===== src/rtl/pong_collision_detector.sv =====
// Watches the VGA pixel scan for ball/wall/paddle contacts and misses.
// Converts each frame's events into one held bounce command and tracks both scores.
module pong_collision_detector #(
    parameter int unsigned H_ACTIVE        = 640,
    parameter int unsigned V_ACTIVE        = 480,
    parameter int unsigned HOLD_CYCLES     = 10,
    parameter int unsigned COOLDOWN_FRAMES = 2,
    parameter int unsigned SCORE_MAX       = 9,
    parameter bit          SERVE_DIRECTION = 1'b1
) (
    input  logic       i_tick,
    input  logic       i_reset,
    input  logic [9:0] i_row,
    input  logic [9:0] i_col,
    input  logic [2:0] i_ball_rgb,
    input  logic [2:0] i_paddle_rgb,
    input  logic       i_frame_end,
    input  logic       i_serve,
    output logic       o_bounce_trigger,
    output logic       o_bounce_direction,
    output logic       o_miss,
    output logic [3:0] o_score_left,
    output logic [3:0] o_score_right
);

    localparam int unsigned COOL_W    = (COOLDOWN_FRAMES < 2) ? 1 : $clog2(COOLDOWN_FRAMES + 1);
    localparam logic [9:0]  ROW_END   = 10'(V_ACTIVE);
    localparam logic [9:0]  COL_END   = 10'(H_ACTIVE);
    localparam logic [9:0]  ROW_LAST  = 10'(V_ACTIVE - 1);
    localparam logic [9:0]  COL_LAST  = 10'(H_ACTIVE - 1);
    localparam logic [7:0]  HOLD_LOAD = 8'(HOLD_CYCLES - 1);
    localparam logic [COOL_W-1:0] COOL_LOAD = COOL_W'(COOLDOWN_FRAMES);
    localparam logic [3:0]  SCORE_SAT = 4'(SCORE_MAX);

    typedef enum logic {StScan, StHold} state_t;

    state_t            r_state, w_state_next;
    logic [7:0]        r_hold, w_hold_next;
    logic [COOL_W-1:0] r_cool, w_cool_next;
    logic              r_wall_f, r_paddle_f, r_missl_f, r_missr_f;
    logic              w_wall_f_next, w_paddle_f_next, w_missl_f_next, w_missr_f_next;
    logic              r_trig, w_trig_next;
    logic              r_dir, w_dir_next;
    logic              r_miss, w_miss_next;
    logic [3:0]        r_score_l, w_score_l_next;
    logic [3:0]        r_score_r, w_score_r_next;

    logic w_ball_px;
    logic w_any_miss;
    logic w_fe_bounce;
    logic w_serve_ok;

    assign w_ball_px  = (i_row < ROW_END) && (i_col < COL_END) && (i_ball_rgb != 3'b000);
    assign w_any_miss = r_missl_f || r_missr_f;
    assign w_fe_bounce = i_frame_end && !w_any_miss && (r_cool == '0) && (r_state == StScan)
                         && (r_paddle_f || r_wall_f);
    // A frame_end bounce in the same cycle takes precedence over a serve.
    assign w_serve_ok = i_serve && (r_state == StScan) && (r_cool == '0) && !w_fe_bounce;

    always_ff @(posedge i_tick or posedge i_reset) begin
        if (i_reset) begin
            r_state    <= StScan;
            r_hold     <= '0;
            r_cool     <= '0;
            r_wall_f   <= 1'b0;
            r_paddle_f <= 1'b0;
            r_missl_f  <= 1'b0;
            r_missr_f  <= 1'b0;
            r_trig     <= 1'b0;
            r_dir      <= 1'b0;
            r_miss     <= 1'b0;
            r_score_l  <= '0;
            r_score_r  <= '0;
        end else begin
            r_state    <= w_state_next;
            r_hold     <= w_hold_next;
            r_cool     <= w_cool_next;
            r_wall_f   <= w_wall_f_next;
            r_paddle_f <= w_paddle_f_next;
            r_missl_f  <= w_missl_f_next;
            r_missr_f  <= w_missr_f_next;
            r_trig     <= w_trig_next;
            r_dir      <= w_dir_next;
            r_miss     <= w_miss_next;
            r_score_l  <= w_score_l_next;
            r_score_r  <= w_score_r_next;
        end
    end

    always_comb begin
        w_state_next    = r_state;
        w_hold_next     = r_hold;
        w_cool_next     = r_cool;
        w_trig_next     = r_trig;
        w_dir_next      = r_dir;
        w_miss_next     = 1'b0;
        w_score_l_next  = r_score_l;
        w_score_r_next  = r_score_r;
        w_wall_f_next   = r_wall_f;
        w_paddle_f_next = r_paddle_f;
        w_missl_f_next  = r_missl_f;
        w_missr_f_next  = r_missr_f;

        if (i_frame_end) begin
            w_wall_f_next   = 1'b0;
            w_paddle_f_next = 1'b0;
            w_missl_f_next  = 1'b0;
            w_missr_f_next  = 1'b0;
            if (r_cool != '0) begin
                w_cool_next = r_cool - 1'b1;
            end
            if (w_any_miss) begin
                w_miss_next = 1'b1;
                w_cool_next = '0;
                if (r_missl_f && (r_score_r < SCORE_SAT)) begin
                    w_score_r_next = r_score_r + 4'd1;
                end
                if (r_missr_f && (r_score_l < SCORE_SAT)) begin
                    w_score_l_next = r_score_l + 4'd1;
                end
            end
        end else if (w_ball_px) begin
            if ((i_row == 10'd0) || (i_row == ROW_LAST)) w_wall_f_next = 1'b1;
            if (i_paddle_rgb != 3'b000) w_paddle_f_next = 1'b1;
            if (i_col == 10'd0) w_missl_f_next = 1'b1;
            if (i_col == COL_LAST) w_missr_f_next = 1'b1;
        end

        unique case (r_state)
            StHold: begin
                if (r_hold == '0) begin
                    w_trig_next  = 1'b0;
                    w_state_next = StScan;
                end else begin
                    w_hold_next = r_hold - 8'd1;
                end
            end
            default: begin
                if (w_fe_bounce || w_serve_ok) begin
                    w_trig_next  = 1'b1;
                    w_dir_next   = w_fe_bounce ? r_paddle_f : SERVE_DIRECTION;
                    w_state_next = StHold;
                    w_hold_next  = HOLD_LOAD;
                    w_cool_next  = COOL_LOAD;
                end
            end
        endcase
    end

    assign o_bounce_trigger   = r_trig;
    assign o_bounce_direction = r_dir;
    assign o_miss             = r_miss;
    assign o_score_left       = r_score_l;
    assign o_score_right      = r_score_r;

endmodule


===== config.mk =====
export PLATFORM = sky130hd
export DESIGN_NAME = pong_collision_detector
export DESIGN_NICKNAME = d
export VERILOG_FILES = /design/src/rtl/pong_collision_detector.sv
export SDC_FILE = /design/constraint.sdc
export NUM_CORES = 1
export LEC_CHECK = 0
export ABC_AREA = 1
export BUFFER_PORTS_ARGS = -buffer_cell sky130_fd_sc_hd__clkbuf_2
export CORE_AREA = 2 2 60 62
export DETAILED_ROUTE_END_ITERATION = 16
export DIE_AREA = 0 0 62 64
export PLACE_DENSITY = 0.74
export SETUP_SLACK_MARGIN = 0.4
export SYNTH_ARGS = -nofsm -noshare
export SYNTH_HDL_FRONTEND = slang
export SYNTH_SLANG_ARGS = --single-unit

===== constraint.sdc =====
create_clock -name i_tick -period 1.5 [get_ports i_tick]
set_input_delay 0.15 -clock i_tick [delete_from_list [all_inputs] [get_ports i_tick]]
set_output_delay 0.15 -clock i_tick [all_outputs]
set_load 0.01 [all_outputs]

# Yosys cells after proc, flatten, opt, wreduce, memory -nomap -nowiden
# Cells that the tools add are included.
op_classes:
  add_sub_neg: 4
  n_lt_le_gt_ge: 4
  n_eq_ne: 4
  muxes: 29
  bitwise: 1
  reduce_logical: 39
op_table:
  columns: ["op", "n"]
  rows:
  - ["2-to-1 mux 8 bit", 3]
  - ["2-to-1 mux 1 bit", 21]
  - ["logical NOT 10 bit", 2]
  - ["AND reduction 2 bit", 7]
  - ["nonzero test 2 bit", 7]
  - ["logical AND 1 bit", 11]
  - ["equality test 10 bit, second input constant", 1]
  - ["equality test 10 x 9 -> 1 bit, second input constant", 1]
  - ["less-than comparator 10 bit, second input constant", 1]
  - ["less-than comparator 10 x 9 -> 1 bit, second input constant", 1]
  - ["2-to-1 mux 2 bit", 5]
  - ["adder 4 x 1 -> 4 bit, second input constant", 2]
  - ["logical NOT 8 bit", 1]
  - ["less-than comparator 4 bit, second input constant", 2]
  - ["subtractor 8 x 1 -> 8 bit, second input constant", 1]
  - ["AND reduction 3 bit", 2]
  - ["nonzero test 3 bit", 2]
  - ["logical OR 1 bit", 4]
  - ["logical NOT 1 bit", 2]
  - ["logical NOT 2 bit", 1]
  - ["inequality test 2 x 1 -> 1 bit, second input constant", 1]
  - ["inequality test 2 bit, second input constant", 1]
  - ["subtractor 2 x 1 -> 2 bit, second input constant", 1]
  - ["inverter 1 bit", 1]
totals:
  reg_bits: 26
  in_bits: 30
  output_inout_bits: 11
  elab_cells: 93

# Longest topological paths before layout
# Gate-level depths: netlist of run 1.
depth:
  word_depth: 11
  ltp_mapped: 9

# Worst setup path before layout of run 1
# Ideal clock, no wire load.
synth_timing:
  kind: "register to register"
  start: "reg r_hold[0]"
  end: "reg r_hold[6]"
  setup_ns: 0.118
  arrival_ns: 1.313
  required_time_ns: 1.382
  path_slack_ns: 0.068
  path_stages_with_launch: 8
  n_path_buf: 0
  path_cell_list: "dfrtp_1 inv_1 ha_1 nand3_1 o21ai_4 nand2_4 nand2_1 o21ai_2"
synth_via:
  elab_chain_cells: 3
  word_cells_on_any_way: 6
synth_lines:
  columns: ["element", "line", "source"]
  rows:
  - ["start: declaration", "38", "logic [7:0] r_hold, w_hold_next;"]
  - ["start signal: assignment", "76", "r_hold <= w_hold_next;"]
  - ["subtractor 8 x 1 -> 8 bit / logical NOT 8 bit (equally long branches)", "135, 131", null]
  - ["2-to-1 mux 8 bit / inequality test 2 bit (equally long branches)", null, null]
  - ["2-to-1 mux 8 bit / AND reduction 2 bit (equally long branches)", null, null]
# Several ways; a longest one is shown, not always the timed one. The select of a mux whose other input is x is not followed.
# A chain may end at the register's enable or synchronous reset.

# Worst setup path in the final report of run 1
layout_timing:
  start: "reg r_hold[4]"
  end: "reg r_hold[0]"
layout_via:
  elab_chain_cells: 3
layout_lines:
  columns: ["element", "line", "source"]
  rows:
  - ["logical NOT 8 bit", "131", "if (r_hold == '0) begin"]
  - ["inequality test 2 bit (no line)", null, null]
  - ["AND reduction 2 bit (no line)", null, null]
# No other way between the ends.

==> metrics.cfg, run 1 <==
[status]
status=completed

[placement]
port-buffer-count=40
dpl.hpwl_um=2300
place.gp.congestion=0.830

[route]
vias_per_cell=5.02
wirelength_um=4130
via_count=1581
dr.pass1.iters=4
drtAntennaViolNets=0
drtIter0Drc=64
wl_per_cell_um=13.1
drc=0

[synth]
ys_seq_elements=26
postSynthCellCount=188
yosysSeqAreaShare_pct=43.1
yosys_warnings=0
syn_nets=224
synth_area_um2=1510
postSynthAreaPerCell_um2=8.03
yosysUniqueCellTypes=26

[global_routing]
antenna_found_initial=0
track_usage_pct=21.0
grt_max_degree=27
grt_overflow=0
grt_pass1_wl_um=6330
grt_pass1_vias=1548

[setup_path]
cp_slowest_cell=dfrtp_2
cp.required_ps=1790
worstPathCellList=nor2_4 > nand2_2 > o21ai_4 > buf_4 > nand3_1 > nand2_1
path_delay_family=flip-flops
crit_path_end_kind=register
criticalPathCategory=register to register
crit_arrival_ps=1660
critical_path.startpoint_type=register
timing.rr.start=r_hold[4]$_DFFE_PP0P_
critPathBufInv=1
crit_path_max_fanout=4
cpPeakStageDelay_ps=480
crit_start=r_hold[4]$_DFFE_PP0P_

[die]
ioPinCount=41
core_um2=3280
start_util_pct=45.9
die_h_um=64
fp.dieW_um=62
rows=21
fp.dieArea_um2=3970

[sta]
grt_setup_unrepaired=yes
fmax_ghz=0.728
worst_pin_slew_ps=340
finClkSkew_ps=9.24
hold_violations=0
fin_crit_ps=1370
fin_crit_sh_pct=91.6
slew_headroom_pct=77.3
drv_slew=0
setup-tns-final_ps=0
final-setup-viol-count=0

[clock_tree]
worst_skew_pair.late_latency_ps=340
h-tree-depth=1
clk_path_buf_depth=2
cts_tree=yes
cts_sinks=26
numCtsBuffers=3
cts_root_buf=clkbuf_4
path_clk_slew_ps=150

[cells_and_area]
layout_commonest_cell=clkbuf_2
area_growth_pct=53.5
fin_nets=306
final_cell_mix=35 x clkbuf_2, 31 x nand2_1, 27 x buf_4
final_util_pct=70.5
final_layout_size_suffix_gt1_share_pct=46.8
antenna_cells=0

[power]
vdd_drop_max_v=0.000673
leakage_nw=1.12
p_per_area_nw_per_um2=1450

[run]
drv_cap=0

[worst_hold_path]
worst_hold_startpoint=i_frame_end
hp-class=input port to register

worst register-to-register path, cell delays in order, from the launching register on:
cell     delay, ps
dfrtp_2        480
nor2_4         160
nand2_2        110
o21ai_4        250
buf_4          180
nand3_1         80
nand2_1         80
cell usage after synthesis, drive strengths merged:
cell type  instances  area share (%)
or3                1            0.41
xnor2              2             1.2
nor3               3            0.99
nand3             20             6.6
o21bai             2            0.99
ha                 6             5.0
nand3b             1            0.50
o22ai              1            0.41
o31ai              2            0.99
a21oi              7             2.3
o21ai              9             4.2
nand4              6             2.5
buf                2             1.2
xor2               4             2.3
dfrtp             26              43
nor2              37              12
nand2             36             9.8
inv               23             5.7
cells by family after synthesis:
family	count (synthesis)	synth area share, %
compound gates	21	8.95
xor+xnor	6	3.48
fa+ha+maj	6	4.97
buf+inv	25	6.97
flops	26	43.1
simple gates	104	32.5
layer usage:
layer	vias to the layer above	routed length (um)	track usage, %
met5	-	0	0
met4	0	98	10.1
met3	10	212	3.44
met2	51	2090	33.3
met1	747	1730	26.8
li1	773	-	-
cell type report:
class / instances / area (um^2)
repair buffers: 77 / 546
fillers: 249 / 968
multi-input cells: 139 / 917
clock buffers: 3 / 22.5
inverters: 23 / 86.3
flip-flops and latches: 26 / 657
clock inverters: 1 / 30.0
well taps: 46 / 57.6
power breakdown:
part	leakage, nW	switching [mW]	total, mW	internal [mW]
Clock	0.0279	0.229	0.499	0.271
Sequential	0.314	0.216	1.10	0.884
Combinational	0.778	0.969	1.76	0.789
Total	1.12	1.41	3.36	1.94
registers in the layout, indices dropped and copies added, names as in the netlist:
signal,cells
o_score_left,4
r_paddle_f,1
r_state,1
r_wall_f,1
o_bounce_direction,1
o_bounce_trigger,1
o_score_right,4
r_cool,2
r_missr_f,1
r_missl_f,1
r_hold,8
o_miss,1
timing repair:
action,4_1_cts,5_1_grt
pin swaps,7,17
gates resized for setup,11,40
cloned,0,2
hold buffers,1,0
buffers inserted,14,18
endpoints found under the hold margin,26,0
setup endpoints to repair,20,26
final timing paths:
path                                         end  slack (ps)  depth (start not counted)
max                        r_hold[0]$_DFFE_PP0P_         130                          6
min                             o_miss$_DFF_PP0_          80                          3
max reg2reg                r_hold[0]$_DFFE_PP0P_         130                          6
min reg2reg                 r_wall_f$_DFFE_PP0P_         560                          2
max in group asynchronous  r_hold[3]$_DFFE_PP0P_         850                          4
min in group asynchronous    r_cool[1]$_DFF_PP0_         370                          4
through the flow:
stage / setup slack, ps / power, mW / area, um^2 / std cells / hold WS, ps
4_1_cts: 188 / 3.00 / 2020 / 295 / 95.0
5_1_grt: 19.8 / 3.59 / 2320 / 315 / 95.7
6_report: 126 / 3.36 / 2320 / 315 / 79.2
3_5_place_dp: 116 / 2.30 / 1820 / 276 / 202
3_3_place_gp: 170 / 2.29 / 1820 / 276 / 204
2_1_floorplan: 207 / 2.00 / 1550 / 188 / 190
(Power assumes the default switching activity.)
==> inputs of run 2 (changes only) <==
==> config.mk (replaced) <==
export PLATFORM = sky130hd
export DESIGN_NAME = pong_collision_detector
export DESIGN_NICKNAME = d
export VERILOG_FILES = /design/src/rtl/pong_collision_detector.sv
export SDC_FILE = /design/constraint.sdc
export NUM_CORES = 1
export LEC_CHECK = 0
export BUFFER_PORTS_ARGS = -buffer_cell sky130_fd_sc_hd__clkbuf_2
export CORE_AREA = 2 2 59 61
export DETAILED_ROUTE_END_ITERATION = 16
export DIE_AREA = 0 0 61 63
export PLACE_DENSITY = 0.73
export SETUP_SLACK_MARGIN = 0.4
export SLEW_MARGIN = 40
export SYNTH_ARGS = -nofsm -noshare
export SYNTH_HDL_FRONTEND = slang
export SYNTH_SLANG_ARGS = --single-unit
==> run 2 against run 1 <==
Effect of this change:
- core utilization is 0.17 points lower
- combinational power decreased by 73%
- final cell count decreased by 16%
- die area is 3.2% lower
- largest power group is now sequential cells
- wire length is 10% lower
- clock skew up 0.77 ps
- first-iteration DRC count shrank 67%
- synthesized cell count shrank 29%
- via count fell by 14%
- clock power decreased by 38%
- worst setup slack lost 120 ps
- hold slack got worse by 12 ps
==> metrics.cfg, run 2 <==
[status]
status=completed

[die]
rows=21
die_h_um=63
start_util_pct=43.8
fp.dieW_um=61
core_um2=3230
fp.dieArea_um2=3840
ioPinCount=41

[clock_tree]
clk_path_buf_depth=2
worst_skew_pair.late_latency_ps=320
cts_sinks=26
cts_root_buf=clkbuf_4
numCtsBuffers=3
cts_tree=yes
path_clk_slew_ps=140
h-tree-depth=1

[setup_path]
cpPeakStageDelay_ps=400
crit_path_end_kind=register
cp.required_ps=1770
critPathBufInv=1
path_delay_family=simple AND/OR/NAND/NOR gates
criticalPathCategory=register to register
crit_path_max_fanout=4
worstPathCellList=inv_2 > ha_4 > nor4b_4 > a21bo_4 > or3b_1 > nand3_1
cp_slowest_cell=dfrtp_1
critical_path.startpoint_type=register
crit_arrival_ps=1760

[sta]
grt_setup_unrepaired=yes
final-setup-viol-count=0
hold_violations=0
worst_pin_slew_ps=468
fmax_ghz=0.670
finClkSkew_ps=10.0
drv_slew=0
fin_crit_ps=1490
slew_headroom_pct=68.7
fin_crit_sh_pct=99.5
hold-worst-slack_ps=67.4

[route]
vias_per_cell=5.12
wl_per_cell_um=14.1
drc=0
via_count=1352
wirelength_um=3720
dr.pass1.iters=4
drtAntennaViolNets=0
drtIter0Drc=21

[cells_and_area]
nFillCells=240
largest_register_ffs=8
area_growth_pct=60.5
seq_area_um2=656
top_register=r_hold
layout_commonest_cell=clkbuf_2
final_cell_mix=34 x clkbuf_2, 27 x buf_4, 22 x dfrtp_1
final_layout_size_suffix_gt1_share_pct=59.6
multi_input_area_um2=892
antenna_cells=0
fin_nets=255

[global_routing]
grt_overflow=0
use_met2_pct=32.5
grt_pass1_wl_um=5290
use_met1_pct=20.7
grtUsageMet3_pct=3.11
grt_max_degree=17
grt_pass1_vias=1277
globalRoute.busiestLayer=met2
antenna_found_initial=0
track_usage_pct=18.1

[power]
clkPwrFrac_pct=20.1
switching_share_pct=27.7
total_power_mw=1.54
leakage_nw=1.06
seq_power_share_pct=49.0
p_sw_mw=0.425
pwr-share-comb_pct=30.9
vdd_drop_max_v=0.000361
p_int_mw=1.11
p_per_area_nw_per_um2=675

[worst_hold_path]
hp-class=input port to register

[synth]
synthFlopType=dfrtp_1
yosysUniqueCellTypes=45
async_flop_share_pct=100
synth_enable_flop_cells=0
yosysSeqAreaShare_pct=45.9
synth_area_um2=1420
synth_top_area_share_pct=45.9
syn_nets=169
post-synth-top-count-cell=dfrtp_1
postSynthAreaPerCell_um2=10.6
postSynthCellCount=133
ys_seq_elements=26
yosys_warnings=0
synth.area.top_cells=dfrtp_1 46%, ha_1 5.3%, nand3_1 3.5%
synth_top_cell_by_area=dfrtp_1
synthTopCellsByCount=26 x dfrtp_1, 11 x nand2_1, 10 x nand3_1, 9 x inv_1, 7 x nor2_1

[placement]
place.gp.congestion=0.769
dpl.hpwl_um=2290
port-buffer-count=40

[run]
drv_cap=0

## run 2: logic make-up (layout without fill, tap and decap cells)
logic type      Yosys count  count (layout)  share of synthesized area (%)
fa+ha+maj                 6               6                           5.30
xor+xnor                  5               5                           3.09
mux                       2               2                           1.50
flops                    26              26                           45.9
buf+inv                  11              96                           3.00
simple gates             58              58                           26.1
compound gates           25              25                           15.0
## run 2: stage by stage
step / TNS (ps) / std cells / setup WS, ps / instance area [um^2] / utilization [%]
2_1_floorplan: 0 / 133 / 51.1 / 1460 / -
3_3_place_gp: 0 / 224 / 40.5 / 1770 / 54.9
3_5_place_dp: -17.0 / 224 / -17.0 / 1770 / 54.9
4_1_cts: 0 / 247 / 38.4 / 2010 / 62.1
5_1_grt: -168 / 264 / -72.4 / 2270 / 70.3
6_report: 0 / 264 / 6.96 / 2270 / 70.3
## run 2: per-layer routing
metal  vias up  wire, um
li1        661         -
met1       652      1530
met2        35      2010
met3         4       153
met4         0        29
met5         -         0
## run 2: worst min-delay path, cell delays in order
cell and delay [ps]:
clkbuf_2 90, nand4_1 60, o32ai_1 70
## run 2: area by class of cell
class                   instances  area share [%]
multi-input cells              96            39.2
flip-flops and latches         26            28.8
repair buffers                 82            26.6
well taps                      46            2.53
inverters                      10            1.65
clock buffers                   4            1.16
## run 2: path summary, 6_finish.rpt
check                                             start                            to  slack (ps)  cells past startpoint
max                               r_hold[0]$_DFFE_PP0P_         r_hold[2]$_DFFE_PP0P_           7                      6
max in group asynchronous                       i_reset  o_score_right[1]$_DFFE_PP0P_         700                      4
min reg2reg                o_bounce_trigger$_DFFE_PP0P_  o_bounce_trigger$_DFFE_PP0P_         490                      2
max reg2reg                       r_hold[0]$_DFFE_PP0P_         r_hold[2]$_DFFE_PP0P_           7                      6
min in group asynchronous                       i_reset  o_bounce_trigger$_DFFE_PP0P_         350                      3
min                                            i_col[0]         r_missr_f$_DFFE_PP0P_          70                      3
## run 2: power by group through the flow
stage               sequential (mW)  clock (mW)  combinational, mW
global route                  0.755       0.337              0.504
finish                        0.752       0.308              0.475
CTS                           0.747       0.307              0.289
floorplan                     0.778           0              0.110
detailed placement            0.770           0              0.217
global placement              0.768           0              0.209
## run 2: what timing repair did
| item | 4_1_cts | 5_1_grt |
|---|---|---|
| cloned | 0 | 0 |
| endpoints found under the hold margin | 10 | 0 |
| endpoints found under the setup margin | 21 | 27 |
| gates resized for setup | 13 | 37 |
| buffers inserted | 18 | 17 |
| hold buffers | 1 | 0 |
| pin swaps | 14 | 13 |
==> inputs of run 3 (changes only) <==
--- a/config.mk
+++ b/config.mk
@@ -6,10 +6,10 @@
 export NUM_CORES = 1
 export LEC_CHECK = 0
 export BUFFER_PORTS_ARGS = -buffer_cell sky130_fd_sc_hd__clkbuf_2
-export CORE_AREA = 2 2 59 61
+export CORE_AREA = 2 2 43 84
 export DETAILED_ROUTE_END_ITERATION = 16
-export DIE_AREA = 0 0 61 63
-export PLACE_DENSITY = 0.73
+export DIE_AREA = 0 0 45 86
+export PLACE_DENSITY = 0.72
 export SETUP_SLACK_MARGIN = 0.4
 export SLEW_MARGIN = 40
 export SYNTH_ARGS = -nofsm -noshare
==> run 3 against run 2 <==
Effect of this change:
- wire length down 1.9%
- largest power group unchanged
- fmax up 1.4%
- count of clock-buffer cells in the layout decreased by 1
- critical path depth stayed put
- non-clock buffer count shrank 9
- sequential share of layout area up 1.8 points
- largest cell class unchanged
- first-iteration DRC count up 14%
- global-route usage increased by 2.0 points
- flip-flop and latch count did not move
- clock power up 90%
- power is 13% higher
==> metrics.cfg, run 3 (same netlist as run 2, synthesis figures left out) <==
[run]
drv_cap=0

[route]
drtIter0Drc=24
vias_per_cell=5.68
dr.pass1.iters=4
wl_per_cell_um=15.2
wirelength_um=3650
drtAntennaViolNets=0
drc=0
via_count=1363

[die]
rows=29
core_um2=3190
ioPinCount=41
die_h_um=86
start_util_pct=44.4
fp.dieW_um=45
fp.dieArea_um2=3870

[setup_path]
crit_path_end_kind=register
worstPathCellList=inv_2 > ha_4 > nor4b_4 > a21bo_4 > nand2_4 > mux2_4
crit_path_max_fanout=4
crit_arrival_ps=1640
r2r_slack_ps=30
critical_path.startpoint_type=register
path_delay_family=flip-flops
criticalPathCategory=register to register
cp.required_ps=1670
cpPeakStageDelay_ps=400
worstReg2RegEnd=r_hold[0]$_DFFE_PP0P_
cp_slowest_cell=dfrtp_1
critPathBufInv=1
reg2regPathDepth=6
timing.rr.start=r_hold[1]$_DFFE_PP0P_

[power]
leakage_nw=0.986
vdd_drop_max_v=0.000953
p_per_area_nw_per_um2=810

[placement]
placed_cell_area_um2=1750
port-buffer-count=40
place.gp.congestion=0.842
dpl.hpwl_um=2570

[sta]
fin_crit_ps=1470
drv_slew=0
worst_pin_slew_ps=346
grt_setup_unrepaired=yes
fin_crit_sh_pct=98.1
setup-tns-final_ps=0
hold_violations=0
fmax_ghz=0.679
slew_headroom_pct=76.8
final-setup-viol-count=0
finClkSkew_ps=7.68

[global_routing]
grt_max_degree=27
grt_pass1_wl_um=5910
grt_pass1_vias=1413
antenna_found_initial=0
grt_overflow=0
track_usage_pct=20.2

[clock_tree]
cts_root_buf=clkbuf_8
path_clk_slew_ps=90
clk_path_buf_depth=2
h-tree-depth=1
numCtsBuffers=3
cts_tree=yes
worst_skew_pair.late_latency_ps=280
cts_sinks=26

[cells_and_area]
antenna_cells=0
largest_register_ffs=8
layout_commonest_cell=clkbuf_2
final_layout_size_suffix_gt1_share_pct=53.1
fin_nets=246
final_cell_mix=36 x clkbuf_2, 24 x buf_4, 23 x dfrtp_1
design_area_um2=2130
area_growth_pct=50.6
nFillCells=251
top_register=r_hold

[status]
status=completed

[worst_hold_path]
holdPathEnd=r_wall_f$_DFFE_PP0P_
hp-class=input port to register
worst_hold_startpoint=i_row[5]
holdPathStages=4

-- run 3: cell count changes in the layout (fill, tap and decap cells not counted), moves of 2 or more --
| cell | before | now |
|---|---|---|
| o21ai_2 | 2 | 0 |
| buf_4 | 27 | 24 |
| clkbuf_2 | 34 | 36 |
| clkbuf_8 | 0 | 3 |
| clkbuf_4 | 3 | 0 |
| nand3_2 | 4 | 1 |
| buf_6 | 17 | 11 |
| nand2_1 | 6 | 8 |
| o21ai_1 | 0 | 2 |
| nand3_1 | 6 | 9 |
-- run 3: final cells by class --
type	count	area (um^2)	share of cell area, %
Sequential cell	26	654	30.7
Timing Repair Buffer	73	499	23.4
Tap cell	31	38.8	1.82
Clock inverter	1	30.0	1.41
Clock buffer	3	41.3	1.94
Multi-Input combinational cell	96	832	39.0
Inverter	10	37.5	1.76
-- run 3: per-stage QoR --
step	util (%)	instances	setup WS, ps	hold WS (ps)	power (mW)
after detailed placement	54.8	210	-34.7	208	0.996
after floorplan	-	133	51.1	190	0.888
after global placement	54.8	210	43.5	196	0.978
after CTS	62.5	231	46.7	142	1.64
final	66.8	240	27.8	141	1.73
after global routing	66.8	240	-49.1	162	1.80
-- run 3: tightest hold or removal path, cell delays in order --
cell       delay (ps)
clkbuf_2           80
nor2_1             30
nand3_1            70
o2bb2ai_1          50
-- run 3: worst max path at each step --
stage / startpoint / endpoint / slack (ps) / cells past startpoint
CTS: r_hold[0]$_DFFE_PP0P_ / r_hold[0]$_DFFE_PP0P_ / 50 / 6
global placement: r_hold[1]$_DFFE_PP0P_ / r_hold[0]$_DFFE_PP0P_ / 40 / 6
floorplan: r_hold[1]$_DFFE_PP0P_ / r_hold[0]$_DFFE_PP0P_ / 50 / 6
detailed placement: r_hold[1]$_DFFE_PP0P_ / r_hold[0]$_DFFE_PP0P_ / -30 / 6
finish: r_hold[1]$_DFFE_PP0P_ / r_hold[0]$_DFFE_PP0P_ / 30 / 6
global route: r_hold[1]$_DFFE_PP0P_ / r_hold[0]$_DFFE_PP0P_ / -50 / 6
-- run 3: routing by layer --
layer,vias up,track usage (%),part of all wire [%]
li1,647,-,-
met1,662,20.0,34
met2,43,38.3,59
met3,11,1.89,3.5
met4,0,9.89,3.8
met5,-,0,0
-- run 3: repair_timing --
action | in CTS | in global routing
setup buffers | 16 | 9
setup endpoints to repair | 21 | 25
endpoints found under the hold margin | 26 | 0
pin swaps | 10 | 7
hold buffers | 1 | 0
resized for setup | 10 | 19
-- run 3: power by group --
part | internal (mW) | total [mW] | switching, mW
Clock | 0.357 | 0.584 | 0.227
Sequential | 0.726 | 0.752 | 0.0256
Combinational | 0.227 | 0.393 | 0.166
